File: src/rtl/enigma_msg_feeder.sv
// rtl/enigma_msg_feeder.sv - buffers one message of signed symbols and replays it to the cipher core
module enigma_msg_feeder #(
  parameter int MAX_LEN = 32
) (
  input  logic              clk_i,
  input  logic              rst_i,
  input  logic              in_val_i,
  input  logic signed [6:0] in_symb_i,
  input  logic              in_last_i,
  output logic              in_rdy_o,
  output logic              rotors_rst_o,
  output logic [7:0]        symb_numb_o,
  output logic              symb_val_o,
  output logic signed [6:0] symbol_o,
  output logic              ovf_o,
  output logic              busy_o
);

  // AW holds 0..MAX_LEN; IW addresses the buffer slots.
  localparam int AW    = $clog2(MAX_LEN + 1);
  localparam int IW    = (MAX_LEN > 1) ? $clog2(MAX_LEN) : 1;
  localparam int DEPTH = 1 << IW;
  localparam logic [AW-1:0] MAX_CNT = AW'(MAX_LEN);

  typedef enum logic [1:0] {S_IDLE, S_LOAD, S_START, S_SEND} state_t;

  state_t            r_state, w_state_next;
  logic [AW-1:0]     r_count, w_count_next;
  logic [AW-1:0]     r_rd_ptr, w_rd_ptr_next;
  logic signed [6:0] r_mem [0:DEPTH-1];

  logic              r_in_rdy, r_rotors_rst, r_symb_val, r_ovf, r_busy;
  logic [7:0]        r_symb_numb;
  logic signed [6:0] r_symbol;

  logic              w_xfer, w_full, w_wr_en, w_ovf_next, w_send_val;
  logic [IW-1:0]     w_wr_idx, w_rd_idx;

  assign w_xfer = in_val_i & r_in_rdy;
  assign w_full = (r_count == MAX_CNT);

  always_comb begin
    w_state_next  = r_state;
    w_count_next  = r_count;
    w_rd_ptr_next = r_rd_ptr;
    w_wr_en       = 1'b0;
    w_wr_idx      = r_count[IW-1:0];
    w_ovf_next    = r_ovf;
    w_send_val    = 1'b0;
    w_rd_idx      = r_rd_ptr[IW-1:0];
    case (r_state)
      S_IDLE: begin
        if (w_xfer) begin
          w_wr_en      = 1'b1;
          w_wr_idx     = '0;
          w_count_next = AW'(1);
          w_ovf_next   = 1'b0;
          w_state_next = in_last_i ? S_START : S_LOAD;
        end
      end
      S_LOAD: begin
        if (w_xfer) begin
          if (w_full) begin
            w_ovf_next = 1'b1;
          end else begin
            w_wr_en      = 1'b1;
            w_count_next = r_count + AW'(1);
          end
          if (in_last_i) begin
            w_state_next = S_START;
          end
        end
      end
      S_START: begin
        // Slot 0 is fetched here so SEND begins with valid data and no bubble.
        w_send_val    = 1'b1;
        w_rd_idx      = '0;
        w_rd_ptr_next = AW'(1);
        w_state_next  = S_SEND;
      end
      S_SEND: begin
        if (r_rd_ptr < r_count) begin
          w_send_val    = 1'b1;
          w_rd_ptr_next = r_rd_ptr + AW'(1);
        end else begin
          w_rd_ptr_next = '0;
          w_state_next  = S_IDLE;
        end
      end
      default: begin
        w_state_next = S_IDLE;
      end
    endcase
  end

  always_ff @(posedge clk_i) begin
    if (rst_i) begin
      r_state      <= S_IDLE;
      r_count      <= '0;
      r_rd_ptr     <= '0;
      r_in_rdy     <= 1'b0;
      r_rotors_rst <= 1'b0;
      r_symb_numb  <= '0;
      r_symb_val   <= 1'b0;
      r_symbol     <= '0;
      r_ovf        <= 1'b0;
      r_busy       <= 1'b0;
    end else begin
      r_state      <= w_state_next;
      r_count      <= w_count_next;
      r_rd_ptr     <= w_rd_ptr_next;
      r_in_rdy     <= (w_state_next == S_IDLE) || (w_state_next == S_LOAD);
      r_rotors_rst <= (w_state_next == S_START);
      r_busy       <= (w_state_next != S_IDLE);
      r_ovf        <= w_ovf_next;
      r_symb_val   <= w_send_val;
      r_symbol     <= w_send_val ? r_mem[w_rd_idx] : '0;
      if (w_state_next == S_START) begin
        r_symb_numb <= 8'(w_count_next);
      end
    end
  end

  always_ff @(posedge clk_i) begin
    if (w_wr_en) begin
      r_mem[w_wr_idx] <= in_symb_i;
    end
  end

  assign in_rdy_o     = r_in_rdy;
  assign rotors_rst_o = r_rotors_rst;
  assign symb_numb_o  = r_symb_numb;
  assign symb_val_o   = r_symb_val;
  assign symbol_o     = r_symbol;
  assign ovf_o        = r_ovf;
  assign busy_o       = r_busy;

endmodule

File: config.mk
export PLATFORM = sky130hd
export DESIGN_NAME = enigma_msg_feeder
export DESIGN_NICKNAME = d
export VERILOG_FILES = /design/src/rtl/enigma_msg_feeder.sv
export SDC_FILE = /design/constraint.sdc
export NUM_CORES = 1
export LEC_CHECK = 0
export ABC_AREA = 1
export CAP_MARGIN = 20
export CELL_PAD_IN_SITES_DETAIL_PLACEMENT = 2
export CELL_PAD_IN_SITES_GLOBAL_PLACEMENT = 2
export CORE_ASPECT_RATIO = 1.2
export CORE_MARGIN = 2
export CORE_UTILIZATION = 37
export CTS_CLUSTER_SIZE = 20
export DETAILED_ROUTE_END_ITERATION = 12
export PLACE_DENSITY = 0.83
export SYNTH_ARGS = -nofsm -noshare
export SYNTH_HDL_FRONTEND = slang
export SYNTH_SLANG_ARGS = --single-unit
export TNS_END_PERCENT = 100
File: constraint.sdc
create_clock -name clk_i -period 2.8 [get_ports clk_i]
set_input_delay 0.7 -clock clk_i [delete_from_list [all_inputs] [get_ports clk_i]]
set_output_delay 0.7 -clock clk_i [all_outputs]
set_load 0.01 [all_outputs]
==> impl_metrics.toml <==
[run_status]
run_status = "completed"

[floorplanning]
die_x_um = 162.5
initial_core_util_pct = 37.67
std_cell_rows = 69
io-pin-count = 31
die-area_um2 = 31560
fp.coreArea_um2 = 29610
die_height_um = 194.2

[global_route]
overall_track_demand_over_capacity_in_global_routing_pct = 23.79
use_met3_pct = 3.401
global_route_wire_length_before_repair_mm = 56.81
initial_antenna_violation_count = 0
grt_util_met1_pct = 28.44
gr-max-usage-layer = "met2"
grt_use_met2_pct = 43.06
largest_net_degree_at_the_start_of_global_routing = 64
grt_pass1_vias = 9303
grt_remaining_overflow = 0

[timing]
slew-limit-headroom_pct = 49.26
final.min_clock_period_ps = 2560
final_hold_viol_count = 0
final_max_slew_viol_count = 0
min_period_over_period_pct = 91.41
finalSetupViolCount = 0
actual_slew_at_the_worst_max_slew_pin_ps = 759.9
maxClockFrequency_mhz = 390.7
unrepaired_setup_endpoints_after_global_routing = "false"
fin_setup_tns_ps = 0
worst_clock_skew_ps = 21.21

[critical_path]
cpMostUsedCell = "sky130_fd_sc_hd__nand3_1"
cp_data_required_time_ps = 3050
crit_path_top_delay_cell = "sky130_fd_sc_hd__dfxtp_1"
timing.critical_path.from_type = "flip-flop"
cp_slowest_stage_delay_ps = 560
crit_path_cell_trace = "nor2_1 > nand2_1 > inv_1 > nand3_1 > nand3_1 > nand2_1 > nand3_1 > nor4_1 > buf_4"
setup.reg_to_reg.worst_slack_ps = 240
worst-r2r-cell-count = 9
cp_data_arrival_time_ps = 2810
worst_setup_path_category = "flip-flop to flip-flop"
reg_to_reg_startpoint = "r_count[2]"
worstPathMaxFanout = 9
critical_path.endpoint_type = "flip-flop"
rr_endpoint = "r_mem[26][4]"

[clock_network]
hold_buffers = 0
clk_latency_ps = 550
max-clock-path-buffers = 3
numClockSinks = 256
ctsRootBufferMaster = "sky130_fd_sc_hd__clkbuf_16"
postCtsSetupBuffers = 0
post_cts_resized = 0
clk_pin_slew_ps = 60
max_h_tree_level = 1
cts_buffers = 28
clock_tree_from_tritoncts = "built"

[layout]
most-common-layout-cells = "224 x sky130_fd_sc_hd__edfxtp_1, 191 x sky130_fd_sc_hd__nor2_1, 152 x sky130_fd_sc_hd__nand2_1, 150 x sky130_fd_sc_hd__nand3_1, 88 x sky130_fd_sc_hd__inv_1"
multi_input_comb_area_um2 = 3144
num-fill-cells = 3052
nets = 1161
flow.area_growth_from_synthesis_pct = 17.22
post_route_cells_drive_above_1_share_pct = 11.01
final_util_pct = 44.15
antennaDiodeCount = 0
final_design_area_no_fill_um2 = 13080
post_layout_nonfiller_instances = 1553
most_common_library_cell_in_the_layout_ignoring_fill_and_taps = "sky130_fd_sc_hd__edfxtp_1"
final-seq-area_um2 = 7371

[min_path]
worstHoldPathCells = 2
holdCritStartpoint = "symb_numb_o[2]"
type_of_the_tightest_min_delay_check = "flip-flop to flip-flop"
hold_path_end = "symb_numb_o[2]"

[routing]
ant_nets = 0
route.detailed.drc = 0
detail_route.wl_per_cell_um = 23.79
drt_pre_antenna_iters = 5
overall_routed_net_length_mm = 36.95
vias_per_cell = 5.395
vias = 8379
drc_marker_count_from_the_first_detailed_route_iteration = 690

[placed_design]
gp_congestion = 0.8032
port-buffer-count = 28
dpl-instance-area_um2 = 12170
hpwl_mm = 24.16
dpl.cell_count = 1502

[logic_synthesis]
fraction_of_the_yosys_area_taken_by_sequential_cells_pct = 66.05
synth.cell_area_um2 = 11150
synth-warning-count = 0
syn-mean-instance-area_um2 = 10.41
ys_types = 31
syn_inst = 1071
postSynthRegisterBits = 256
synthDominantCellAreaShare_pct = 60.30
synth_area_leaders = "sky130_fd_sc_hd__edfxtp_1 60%, sky130_fd_sc_hd__nand3_1 6.7%, sky130_fd_sc_hd__nor2_1 6.4%"
post-synth-top-area-cell = "sky130_fd_sc_hd__edfxtp_1"

[run]
count_of_maximum_capacitance_violations = 0

[power_and_ir_drop]
sequentialPowerShare_pct = 50.2
p_leak_nw = 4.980
clock_power_share_pct = 43.9
power_after_layout_w = 0.008383
switching_share_pct = 22.36
pd_cells_nw_per_um2 = 641.1
pwr-share-comb_pct = 6.0
vdd_ir_drop_max_mv = 0.3600
internal_power_w = 0.006509
switching_power_w = 0.001874
## cell type report
type / count / area share, %
Tap cell: 390 / 3.732
Multi-Input combinational cell: 667 / 24.05
Clock inverter: 13 / 1.014
Timing Repair Buffer: 94 / 6.220
Clock buffer: 38 / 5.885
Sequential cell: 256 / 56.37
Inverter: 95 / 2.727
## metrics by stage
stage,worst slack (ps),hold WS [ps]
after floorplan,115.1,472.8
after global placement,186.8,470.9
after detailed placement,7.203,476.5
after CTS,262.7,494.8
after global routing,83.18,510.6
final,240.5,491.2
## synth_stat cells
master	instances
sky130_fd_sc_hd__nand3_1	150
sky130_fd_sc_hd__o21a_1	1
sky130_fd_sc_hd__buf_6	5
sky130_fd_sc_hd__nand2_2	1
sky130_fd_sc_hd__nand3b_1	44
sky130_fd_sc_hd__or2_2	8
sky130_fd_sc_hd__xor2_1	1
sky130_fd_sc_hd__nor2_1	191
sky130_fd_sc_hd__nor3_1	2
sky130_fd_sc_hd__clkbuf_1	15
sky130_fd_sc_hd__nor2_2	3
sky130_fd_sc_hd__buf_2	25
sky130_fd_sc_hd__o21ai_0	47
sky130_fd_sc_hd__a211oi_1	1
sky130_fd_sc_hd__buf_1	4
sky130_fd_sc_hd__a21oi_2	2
sky130_fd_sc_hd__conb_1	1
sky130_fd_sc_hd__nand2_1	152
sky130_fd_sc_hd__a21oi_1	17
sky130_fd_sc_hd__buf_4	5
sky130_fd_sc_hd__inv_1	88
sky130_fd_sc_hd__nand2_4	3
sky130_fd_sc_hd__inv_2	7
sky130_fd_sc_hd__nand4_1	8
sky130_fd_sc_hd__ha_1	8
sky130_fd_sc_hd__xnor2_1	1
sky130_fd_sc_hd__o211ai_1	1
sky130_fd_sc_hd__dfxtp_1	32
sky130_fd_sc_hd__edfxtp_1	224
sky130_fd_sc_hd__o21ai_1	23
sky130_fd_sc_hd__nor4_1	1
## power by group through the flow
stage          Clock, W  Sequential (W)  Combinational, W
6_report        0.00368         0.00421          0.000499
5_1_grt         0.00388         0.00421          0.000546
4_1_cts         0.00374         0.00421          0.000501
3_5_place_dp          0         0.00429          0.000491
3_3_place_gp          0         0.00428          0.000466
2_1_floorplan         0         0.00428          0.000253
## worst max-delay path by stage
stage,startpoint,to,slack [ps],depth (start not counted)
3_5_place_dp,in_val_i,r_mem[21][4],7,9
4_1_cts,r_count[2],r_mem[26][4],260,9
5_1_grt,r_count[2],r_mem[26][4],80,9
6_report,r_count[2],r_mem[26][4],240,9
2_1_floorplan,in_val_i,r_mem[26][0],120,7
3_3_place_gp,in_val_i,r_mem[28][0],190,9
## worst max-delay path, delay by kind of cell (launching register included)
kind | cells | cell delay, ps
flip-flops | 1 | 560
buffers and inverters | 2 | 360
AND/OR/NAND/NOR | 7 | 1340
## cells by family (layout without fill, tap and decap cells)
group           Yosys count  in the layout  share of synthesized area [%]
simple gates            563            563                          22.80
xor+xnor                  2              2                         0.1571
other cells               1              2                        0.03362
buf+inv                 149            240                          5.799
compound gates           92             92                          4.263
flops                   256            256                          66.05
fa+ha+maj                 8              8                         0.8974
## registers in the layout, indices dropped and copies added, names as in the netlist
| name | cells |
|---|---|
| r_mem | 224 |
| symbol_o | 7 |
| r_count | 6 |
| r_rd_ptr | 6 |
| symb_numb_o | 6 |
| r_state | 2 |
| busy_o | 1 |
| in_rdy_o | 1 |
| ovf_o | 1 |
| rotors_rst_o | 1 |
| symb_val_o | 1 |
## routing by layer
metal | vias to the layer above | part of all wire (%)
li1 | 3786 | -
met5 | - | 0
met3 | 96 | 4.9
met2 | 256 | 52
met4 | 0 | 3.9
met1 | 4241 | 39
(Power assumes the default switching activity.)
